## src/rtl/control_sequencer.sv

```systemverilog
// Hardwired control sequencer for the Datapath.
// Steps through fetch (T0-T2), decodes IR in T3 and drives the register/ALU
// strobes for reg-reg, unary and mul/div instructions. Every strobe is a
// Moore output decoded from the state register; register selects come from IR,
// which is stable from T3 until the next fetch.
module control_sequencer #(
    parameter int NUM_REGS = 16,
    parameter int CTRL_W   = 5
) (
    input  logic                Clock,
    input  logic                Clear,
    input  logic                Run,
    input  logic                MemRdy,
    input  logic [31:0]         IR,
    output logic                PC_Out,
    output logic                MDR_Out,
    output logic                ZLO_Out,
    output logic                ZHI_Out,
    output logic                PC_In,
    output logic                MDR_In,
    output logic                MAR_In,
    output logic                IR_In,
    output logic                Y_In,
    output logic                ZLO_In,
    output logic                ZHI_In,
    output logic                LO_In,
    output logic                HI_In,
    output logic                IncPC,
    output logic                Read,
    output logic [NUM_REGS-1:0] R_Out,
    output logic [NUM_REGS-1:0] R_In,
    output logic [CTRL_W-1:0]   CONTROL,
    output logic                Done,
    output logic                Fault
);

    localparam logic [3:0] IDLE    = 4'd0;
    localparam logic [3:0] T0      = 4'd1;
    localparam logic [3:0] T1      = 4'd2;
    localparam logic [3:0] T2      = 4'd3;
    localparam logic [3:0] T3      = 4'd4;
    localparam logic [3:0] T4      = 4'd5;
    localparam logic [3:0] T5      = 4'd6;
    localparam logic [3:0] T6      = 4'd7;
    localparam logic [3:0] ILLEGAL = 4'd8;

    // Instruction classes
    localparam logic [1:0] K_BAD    = 2'd0;
    localparam logic [1:0] K_BINARY = 2'd1;
    localparam logic [1:0] K_MULDIV = 2'd2;
    localparam logic [1:0] K_UNARY  = 2'd3;

    // Classify an opcode into the micro-sequence it needs.
    function automatic logic [1:0] op_kind(input logic [4:0] op);
        case (op)
            5'b00011, 5'b00100, 5'b00101, 5'b00110, 5'b00111,
            5'b01000, 5'b01001, 5'b01010, 5'b01011: op_kind = K_BINARY;
            5'b01111, 5'b10000:                     op_kind = K_MULDIV;
            5'b10001, 5'b10010:                     op_kind = K_UNARY;
            default:                                op_kind = K_BAD;
        endcase
    endfunction

    // Map an opcode to the ALU operation code.
    function automatic logic [CTRL_W-1:0] op_ctrl(input logic [4:0] op);
        case (op)
            5'b00011: op_ctrl = CTRL_W'(5'b00000); // add
            5'b00100: op_ctrl = CTRL_W'(5'b00001); // sub
            5'b00101: op_ctrl = CTRL_W'(5'b00010); // and
            5'b00110: op_ctrl = CTRL_W'(5'b00011); // or
            5'b00111: op_ctrl = CTRL_W'(5'b00110); // ror
            5'b01000: op_ctrl = CTRL_W'(5'b00111); // rol
            5'b01001: op_ctrl = CTRL_W'(5'b00100); // shr
            5'b01010: op_ctrl = CTRL_W'(5'b01000); // shra
            5'b01011: op_ctrl = CTRL_W'(5'b00101); // shl
            5'b01111: op_ctrl = CTRL_W'(5'b01001); // mul
            5'b10000: op_ctrl = CTRL_W'(5'b01010); // div
            5'b10001: op_ctrl = CTRL_W'(5'b01011); // neg
            5'b10010: op_ctrl = CTRL_W'(5'b01100); // not
            default:  op_ctrl = CTRL_W'(5'b00000);
        endcase
    endfunction

    // One-hot register select.
    function automatic logic [NUM_REGS-1:0] reg_sel(input logic [3:0] idx);
        reg_sel = {{(NUM_REGS-1){1'b0}}, 1'b1} << idx;
    endfunction

    logic [3:0]        state_q;
    logic [3:0]        state_d;
    logic [4:0]        op_s;
    logic [3:0]        ra_s;
    logic [3:0]        rb_s;
    logic [3:0]        rc_s;
    logic [1:0]        kind_s;
    logic [CTRL_W-1:0] ctrl_s;
    logic              unused_ir_s;

    assign op_s        = IR[31:27];
    assign ra_s        = IR[26:23];
    assign rb_s        = IR[22:19];
    assign rc_s        = IR[18:15];
    assign kind_s      = op_kind(op_s);
    assign ctrl_s      = op_ctrl(op_s);
    assign unused_ir_s = ^IR[14:0];

    // Next-state logic; Clear overrides everything, ILLEGAL only exits on Clear.
    always_comb begin
        state_d = state_q;
        if (Clear) begin
            state_d = IDLE;
        end else begin
            case (state_q)
                IDLE: begin
                    if (Run) begin
                        state_d = T0;
                    end else begin
                        state_d = IDLE;
                    end
                end
                T0: state_d = T1;
                T1: begin
                    if (MemRdy) begin
                        state_d = T2;
                    end else begin
                        state_d = T1;
                    end
                end
                T2: state_d = T3;
                T3: begin
                    if (kind_s == K_BAD) begin
                        state_d = ILLEGAL;
                    end else begin
                        state_d = T4;
                    end
                end
                T4: begin
                    if (kind_s == K_UNARY) begin
                        state_d = IDLE;
                    end else begin
                        state_d = T5;
                    end
                end
                T5: begin
                    if (kind_s == K_MULDIV) begin
                        state_d = T6;
                    end else begin
                        state_d = IDLE;
                    end
                end
                T6:      state_d = IDLE;
                ILLEGAL: state_d = ILLEGAL;
                default: state_d = IDLE;
            endcase
        end
    end

    // State register with synchronous clear.
    always_ff @(posedge Clock) begin
        if (Clear) begin
            state_q <= IDLE;
        end else begin
            state_q <= state_d;
        end
    end

    // Moore strobe decode from the current state (and the stable IR fields).
    always_comb begin
        PC_Out  = 1'b0;
        MDR_Out = 1'b0;
        ZLO_Out = 1'b0;
        ZHI_Out = 1'b0;
        PC_In   = 1'b0;
        MDR_In  = 1'b0;
        MAR_In  = 1'b0;
        IR_In   = 1'b0;
        Y_In    = 1'b0;
        ZLO_In  = 1'b0;
        ZHI_In  = 1'b0;
        LO_In   = 1'b0;
        HI_In   = 1'b0;
        IncPC   = 1'b0;
        Read    = 1'b0;
        R_Out   = {NUM_REGS{1'b0}};
        R_In    = {NUM_REGS{1'b0}};
        CONTROL = {CTRL_W{1'b0}};
        Done    = 1'b0;
        Fault   = 1'b0;
        case (state_q)
            T0: begin
                PC_Out = 1'b1;
                MAR_In = 1'b1;
                IncPC  = 1'b1;
                ZLO_In = 1'b1;
            end
            T1: begin
                ZLO_Out = 1'b1;
                PC_In   = 1'b1;
                Read    = 1'b1;
                MDR_In  = 1'b1;
            end
            T2: begin
                MDR_Out = 1'b1;
                IR_In   = 1'b1;
            end
            T3: begin
                if (kind_s == K_UNARY) begin
                    R_Out   = reg_sel(rb_s);
                    CONTROL = ctrl_s;
                    ZLO_In  = 1'b1;
                end else if (kind_s != K_BAD) begin
                    R_Out = reg_sel(rb_s);
                    Y_In  = 1'b1;
                end else begin
                    Y_In = 1'b0;
                end
            end
            T4: begin
                if (kind_s == K_UNARY) begin
                    ZLO_Out = 1'b1;
                    R_In    = reg_sel(ra_s);
                    Done    = 1'b1;
                end else begin
                    R_Out   = reg_sel(rc_s);
                    CONTROL = ctrl_s;
                    ZLO_In  = 1'b1;
                    ZHI_In  = (kind_s == K_MULDIV);
                end
            end
            T5: begin
                ZLO_Out = 1'b1;
                if (kind_s == K_MULDIV) begin
                    LO_In = 1'b1;
                end else begin
                    R_In = reg_sel(ra_s);
                    Done = 1'b1;
                end
            end
            T6: begin
                ZHI_Out = 1'b1;
                HI_In   = 1'b1;
                Done    = 1'b1;
            end
            ILLEGAL: Fault = 1'b1;
            default: Fault = 1'b0;
        endcase
    end

endmodule

```

## config.mk

```make
export PLATFORM = sky130hd
export DESIGN_NAME = control_sequencer
export DESIGN_NICKNAME = d
export VERILOG_FILES = /design/src/rtl/control_sequencer.sv
export SDC_FILE = /design/constraint.sdc
export NUM_CORES = 1
export LEC_CHECK = 0
export ABC_CLOCK_PERIOD_IN_PS = 10100
export CORE_MARGIN = 2
export CORE_UTILIZATION = 37
export DETAILED_ROUTE_END_ITERATION = 6
export GPL_ROUTABILITY_DRIVEN = 0
export PLACE_DENSITY = 0.84
export SETUP_SLACK_MARGIN = 0.02
export SYNTH_ARGS = -nofsm -noshare
export SYNTH_HDL_FRONTEND = slang
export SYNTH_SLANG_ARGS = --single-unit
export TNS_END_PERCENT = 5
```

## constraint.sdc

```tcl
create_clock -name Clock -period 10.1 [get_ports Clock]
set_input_delay 3.03 -clock Clock [delete_from_list [all_inputs] [get_ports Clock]]
set_output_delay 3.03 -clock Clock [all_outputs]
set_load 0.02 [all_outputs]
```

==> Implementation_results.wiki, run 1 <==
{| class="wikitable"
! Metric !! Value
|-
| Total of flip-flops plus latches after synthesis || 4
|-
| Effective utilization at floorplan || 0.3914
|-
| Time the final worst path needs with I/O delays and setup || around 9 ns
|-
| Sinks on Clock Net || 4
|-
| Critical path's slowest cell || clkdlybuf4s50_1
|-
| YS warnings || 0
|-
| Clock buffer count from CTS || 3
|-
| Die width || around 61 um
|-
| F_max || 108.6 MHz
|-
| Maximum level of the CTS H-tree || 1
|-
| I/O pin count || 90
|-
| DRC viols || 0
|-
| Worst-case clock skew || roughly 0.0027 ns
|-
| Clk buf depth || 2
|-
| Share of post-route cells with drive strength above 1 || 0.05556
|-
| Root buffer selected by CTS || clkbuf_4
|-
| Initial drt markers || 63
|-
| Clock-pin slew of the registers on the worst-case setup and hold paths || 0.03 ns
|-
| Path depth of the worst reg2reg path || 3
|-
| Total grt overflow || 0
|-
| Critical Setup Path Class || primary input to output pin
|-
| Combined global-route utilization of all metal layers || 0.1801
|-
| Endpoint required time on the critical path || approximately 7.1 ns
|-
| Fraction of the yosys area taken by sequential cells || 0.06702
|-
| Critical path, cell by cell || clkdlybuf4s50_1, inv_1, ha_1, nor2b_1, a21oi_1, o32a_1, ha_1, nor3b_1, o211ai_1, nor2_1, clkdlybuf4s50_1
|-
| Max-slew headroom || 0.6017
|-
| # diodes || 0
|-
| Tcrit/Tclk final || 0.9114
|-
| Total setup buffers inserted after CTS || 0
|-
| Post-detailed-routing wire length || 3.342 mm
|-
| Critical R2R Capture || state_q[2]
|-
| Gate count after technology mapping || about 180
|-
| Final setup violation count || 0
|-
| Register-to-register setup slack || 8.54 ns
|-
| Top library cells by usage in the layout, fill and taps aside || clkdlybuf4s50_1 (73), nor2_1 (23), o22ai_1 (16), nand2b_1 (12), ha_1 (11)
|-
| Synth Net Count || between 200 and 250
|-
| Vias after detailed routing || between 1000 and 1500
|-
| Path type of the worst min-delay path || flop to flop
|-
| Height of the chip || about 61 um
|-
| Largest regs || state_q (4)
|-
| Hold Path End || state_q[1]
|-
| TritonCTS clock tree || done
|-
| Final sum of negative setup slack || 0 ns
|-
| Pin count of the biggest net entering global routing || 22
|-
| Commonest non-fill, non-tap cell in the layout || clkdlybuf4s50_1
|-
| Post-synth EDFFs || 0
|-
| Most used DFF post-synth || dfxtp_1
|-
| Slew at the pin closest to its max-slew limit || about 0.60 ns
|-
| Peak supply drop || 0.03205 mV
|-
| Detail Route Antenna Nets || 0
|-
| Buffers on Ports || 73
|-
| Status || complete, no violations
|-
| Maximum net fanout on the critical path || 6
|-
| Most flops, register || state_q
|-
| Final routed wire length divided by cell count || around 12 um
|-
| Core footprint || ~3100 sq um
|-
| Wire length of the first global-routing pass || about 5.2 mm
|-
| Post-DP HPWL || around 2.6 mm
|-
| Synth cell types || 43
|-
| Endpoint arrival time on the critical path || about 6 ns
|-
| Max incr delay on CP || around 0.6 ns
|-
| Total placed instance area || around 1900 sq um
|-
| Crit start category || primary input
|-
| Largest register FFs || 4
|-
| Via count of the first global-routing pass || about 1200
|-
| Hold path depth || 1
|-
| Number of nets in the layout || ~280
|-
| Router iterations before antenna repair || 4
|-
| Number of pins with negative max-slew slack in the final report || 0
|-
| Final hold violations || 0
|-
| Avg Cell Area, Syn || a little under 7 sq um
|-
| Layout Area Growth over Synthesis || 59.48%
|-
| Hold path startpoint || state_q[3]
|-
| Number of rows in the core area || 20
|-
| Number of gates given a new drive strength after cts || 0
|-
| Share of flip-flops with an asynchronous set or reset || 0
|-
| Static Leakage || about 0.65 nW
|-
| RSZ-0062 raised after global routing || no
|-
| Number of maximum-capacitance constraint violations || 0
|-
| Area of all placed cells without fillers || roughly 1900 sq um
|-
| Number of fill cells in the layout || a little under 300
|-
| Mean number of vias per cell || 5.234
|-
| Critical R2R Launch || state_q[2]
|-
| Total die area || between 3000 and 4000 sq um
|-
| Pwr/cell area || about 45 nW/um^2
|-
| Cts-stage hold buffer count || 0
|-
| Clock Latency Late Sink || roughly 0.23 ns
|-
| Worst Setup End Kind || output pin
|-
| Netlist Area Pre-Place || 1195 sq um
|-
| Number of antenna violations at the first check in global routing || 0
|}
[logic make-up (layout without fill, tap and decap cells)]
family,after synthesis,in the layout,synth area share
other,1,1,0.003138
muxes,1,1,0.009423
and+or+nand+nor,86,86,0.4283
AOI/OAI and AO/OA,46,46,0.2628
xor gates and xnor gates,1,1,0.007331
DFF,4,4,0.06702
buffers and inverters,25,84,0.1068
adders and majority gates,11,11,0.1152
[worst max-delay path: cells and delay by family]
kind,cells,cell delay [ns]
buffers and inverters,3,1.31
AND/OR/NAND/NOR,3,0.71
adder cells (fa/ha/maj),2,0.54
AO/OA/AOI/OAI,3,0.59
[routing by layer]
metal,wire length [um],GRT usage,share of wire
met1,1489,0.2274,0.45
met2,1506,0.3011,0.45
met3,346,0.05117,0.10
met4,0,0.04658,0
met5,0,0,0
[how the worst max path moves through the flow]
stage                      start  slack (ns)        to  depth (start not counted)
final                     IR[28]        0.89   R_In[0]                         11
after global placement    IR[28]        0.93   R_In[0]                         11
after global routing      IR[27]        0.68   R_In[0]                         11
after detailed placement  IR[27]        0.88   R_In[0]                         11
after floorplan           IR[30]        2.12  R_In[10]                          8
after CTS                 IR[28]        0.87   R_In[0]                         11
[power by group]
group | internal [W] | switching (W) | total, W
Clock | 0.0000133 | 0.00000594 | 0.0000192
Sequential | 0.0000168 | 0.00000402 | 0.0000208
Combinational | 0.0000230 | 0.0000236 | 0.0000465
[area by class of cell]
type / instances / area, sq um / area share
clock buffers: 3 / 22.52 / 0.01182
inverters: 8 / 30.03 / 0.01576
multi-input cells: 146 / 987.2 / 0.5181
flip-flops and latches: 4 / 80.08 / 0.04202
well taps: 44 / 55.05 / 0.02889
repair buffers: 73 / 730.7 / 0.3835
[through the flow]
| stage | util | hold slack (ns) | instances | total power (W) | worst slack (ns) |
|---|---|---|---|---|---|
| 2_1_floorplan | - | 0.6352 | 175 | 0.00005034 | 2.124 |
| 3_3_place_gp | 0.6168 | 0.6967 | 275 | 0.00006696 | 0.9313 |
| 3_5_place_dp | 0.6168 | 0.6945 | 275 | 0.00006751 | 0.8784 |
| 4_1_cts | 0.6242 | 0.7082 | 278 | 0.00008787 | 0.8726 |
| 5_1_grt | 0.6242 | 0.7863 | 278 | 0.00009446 | 0.6838 |
| 6_report | 0.6242 | 0.7041 | 278 | 0.00008655 | 0.8945 |
[Yosys cell counts (2+ instances only)]
library cell  instances  area, sq um
a21oi_1               9        45.04
nor2_1               23        86.33
buf_4                 8        60.06
nor3_1                4        20.02
dfxtp_1               4        80.08
or3b_2                3        26.28
clkbuf_1              6        22.52
o31ai_1               2        15.01
nand4_1               5        31.28
inv_1                 8        30.03
buf_2                 2        10.01
o21ai_0               2        10.01
and3_1                3        18.77
a21o_1                4        30.03
nand4b_1              3        26.28
nor2b_1               6        37.54
nand3b_1              6        45.04
a32oi_1               2        17.52
or2_2                 2        12.51
nand3_1               4        20.02
nor3b_1               2        15.01
nand2b_1             12        75.07
o211ai_1              5        37.54
o22ai_1              16        100.1
ha_1                 11        137.6
nand2_1               6        22.52
(Power assumes the default switching activity.)
==> run 2: changes to the inputs <==
--- a/config.mk
+++ b/config.mk
@@ -6,6 +6,7 @@
 export NUM_CORES = 1
 export LEC_CHECK = 0
 export ABC_CLOCK_PERIOD_IN_PS = 10100
+export CAP_MARGIN = 20
 export CORE_MARGIN = 2
 export CORE_UTILIZATION = 37
 export DETAILED_ROUTE_END_ITERATION = 6
==> constraint.sdc (replaced) <==
create_clock -name Clock -period 10.1 [get_ports Clock]
set_input_delay 3.03 -clock Clock [delete_from_list [all_inputs] [get_ports Clock]]
set_output_delay 3.03 -clock Clock [all_outputs]
set_load 0.05 [all_outputs]
==> Implementation_results.wiki, run 2 (same netlist as run 1, synthesis figures left out) <==
{| class="wikitable"
! Metric !! Value
|-
| TritonCTS clock tree || done (unchanged)
|-
| Critical R2R Capture || state_q[2] (unchanged)
|-
| Layout Area Growth over Synthesis || 59.48% (unchanged)
|-
| Number of instances in the placed design || 275 (unchanged)
|-
| Hold Path End || state_q[1] (unchanged)
|-
| Peak supply drop || 0.03163 mV (was 0.03205 mV)
|-
| Critical R2R Launch || state_q[2] (unchanged)
|-
| Total setup buffers inserted after CTS || 0 (unchanged)
|-
| Clock Latency Late Sink || 0.23 ns (about the same)
|-
| Critical Setup Path Class || primary input to output pin (unchanged)
|-
| Commonest non-fill, non-tap cell in the layout || clkdlybuf4s50_1 (unchanged)
|-
| Tcrit/Tclk final || 0.9304 (was 0.9114)
|-
| I/O pin count || 90 (unchanged)
|-
| Maximum level of the CTS H-tree || 1 (unchanged)
|-
| Top library cells by usage in the layout, fill and taps aside || clkdlybuf4s50_1 (73), nor2_1 (23), o22ai_1 (16), nand2b_1 (12), ha_1 (11) (unchanged)
|-
| Register-to-register setup slack || 8.55 ns (was 8.54 ns)
|-
| Number of nets in the layout || 283 (unchanged)
|-
| Die width || 60.83 um (unchanged)
|-
| Final setup violation count || 0 (unchanged)
|-
| Number of rows in the core area || 20 (unchanged)
|-
| Combined global-route utilization of all metal layers || 0.1796 (was 0.1801)
|-
| Final Instance Count excl. Fillers || 278 (unchanged)
|-
| F_max || 106.4 MHz (was 108.6 MHz)
|-
| Largest regs || state_q (4) (unchanged)
|-
| Height of the chip || 60.83 um (unchanged)
|-
| Via count of the first global-routing pass || 1220 (was 1214)
|-
| Core footprint || 3053 sq um (unchanged)
|-
| DRC viols || 0 (unchanged)
|-
| Endpoint required time on the critical path || 7.07 ns (about the same)
|-
| Post-detailed-routing wire length || 3.330 mm (was 3.342 mm)
|-
| Wire length of the first global-routing pass || 5.188 mm (was 5.168 mm)
|-
| Largest register FFs || 4 (unchanged)
|-
| Final sum of negative setup slack || 0 ns (unchanged)
|-
| Total grt overflow || 0 (unchanged)
|-
| Met3 wirelength from detailed routing || 353 um (was 346 um)
|-
| Root buffer selected by CTS || clkbuf_4 (unchanged)
|-
| Clock-pin slew of the registers on the worst-case setup and hold paths || 0.03 ns (about the same)
|-
| Endpoint arrival time on the critical path || 6.37 ns (was 6.18 ns)
|-
| Crit start category || primary input (unchanged)
|-
| Effective utilization at floorplan || 0.3914 (unchanged)
|-
| Share of post-route cells with drive strength above 1 || 0.05556 (unchanged)
|-
| Wire length the detailed router placed on met1 || 1.468 mm (was 1.489 mm)
|-
| Mean number of vias per cell || 5.227 (was 5.234)
|-
| Max-slew headroom || 0.5998 (was 0.6017)
|-
| Number of antenna violations at the first check in global routing || 0 (unchanged)
|-
| Max Used Layer || met4 (was met3)
|-
| Total die area || 3700 sq um (unchanged)
|-
| Detail Route Antenna Nets || 0 (unchanged)
|-
| Initial drt markers || 28 (was 63)
|-
| Buffers on Ports || 73 (unchanged)
|-
| Worst-case clock skew || 0.002100 ns (was 0.002679 ns)
|-
| Final core occ || 0.6242 (unchanged)
|-
| Path type of the worst min-delay path || flop to flop (unchanged)
|-
| Maximum net fanout on the critical path || 6 (unchanged)
|-
| Hold path depth || 1 (unchanged)
|-
| Status || complete, no violations (unchanged)
|-
| Worst Setup End Kind || output pin (unchanged)
|-
| Number of fill cells in the layout || 295 (was 292)
|-
| Final routed wire length divided by cell count || 11.98 um (was 12.02 um)
|-
| Number of pins with negative max-slew slack in the final report || 0 (unchanged)
|-
| Most flops, register || state_q (unchanged)
|-
| Cts-stage hold buffer count || 0 (unchanged)
|-
| Clock buffer count from CTS || 3 (unchanged)
|-
| Vias after detailed routing || 1453 (was 1455)
|-
| Static Leakage || 0.6455 nW (unchanged)
|-
| Post-DP HPWL || 2.667 mm (was 2.648 mm)
|-
| Total placed instance area || 1883 sq um (unchanged)
|-
| Tot Pwr || 0.00009528 W (was 0.00008655 W)
|-
| Pin count of the biggest net entering global routing || 22 (unchanged)
|-
| Area of all placed cells without fillers || 1906 sq um (unchanged)
|-
| # diodes || 0 (unchanged)
|-
| Router iterations before antenna repair || 4 (unchanged)
|-
| RSZ-0062 raised after global routing || no (unchanged)
|-
| Number of gates given a new drive strength after cts || 0 (unchanged)
|-
| Sinks on Clock Net || 4 (unchanged)
|-
| Number of maximum-capacitance constraint violations || 0 (unchanged)
|-
| Clk buf depth || 2 (unchanged)
|-
| Hold path startpoint || state_q[3] (unchanged)
|-
| Path depth of the worst reg2reg path || 3 (unchanged)
|-
| Time the final worst path needs with I/O delays and setup || 9.397 ns (was 9.206 ns)
|-
| Pwr/cell area || 50.00 nW/um^2 (was 45.42 nW/um^2)
|-
| Slew at the pin closest to its max-slew limit || 0.5996 ns (was 0.5966 ns)
|-
| Routed length on met2 || 1.473 mm (was 1.506 mm)
|-
| Final hold violations || 0 (unchanged)
|}
## run 2: worst max-delay path by stage
stage	from	end	cells after the start
6_report	IR[28]	R_In[0]	11
5_1_grt	IR[28]	R_In[0]	11
4_1_cts	IR[28]	R_In[0]	11
3_5_place_dp	IR[28]	R_In[0]	11
3_3_place_gp	IR[28]	R_In[0]	11
2_1_floorplan	IR[30]	R_In[10]	8
## run 2: metrics by stage
step / hold slack [ns] / setup WS (ns)
after floorplan: 0.6352 / 1.760
after global placement: 0.6998 / 0.7310
after detailed placement: 0.6941 / 0.6683
after CTS: 0.7022 / 0.6558
after global routing: 0.7937 / 0.4657
final: 0.6929 / 0.7028
## run 2: worst max-delay path, stage by stage
cell             delay [ns]
clkdlybuf4s50_1        0.59
inv_1                  0.12
ha_1                   0.30
nor2b_1                0.12
a21oi_1                0.09
o32a_1                 0.24
ha_1                   0.23
nor3b_1                0.43
o211ai_1               0.26
nor2_1                 0.15
clkdlybuf4s50_1        0.81
## run 2: area by class of cell
| class | count | area [sq um] | share of cell area |
|---|---|---|---|
| Clock buffer | 3 | 22.52 | 0.01182 |
| Sequential cell | 4 | 80.08 | 0.04202 |
| Tap cell | 44 | 55.05 | 0.02889 |
| Multi-Input combinational cell | 146 | 987.2 | 0.5181 |
| Inverter | 8 | 30.03 | 0.01576 |
| Timing Repair Buffer | 73 | 730.7 | 0.3835 |
## run 2: power by group
group	internal (W)	switching, W
Clock	0.0000133	0.00000606
Combinational	0.0000229	0.0000323
Sequential	0.0000168	0.00000390
Total	0.0000530	0.0000423
## run 2: metal layers
layer | track usage | up-vias
met5 | 0 | -
met4 | 0.04658 | 0
met3 | 0.05544 | 4
met2 | 0.3118 | 68
met1 | 0.2147 | 628
li1 | - | 753
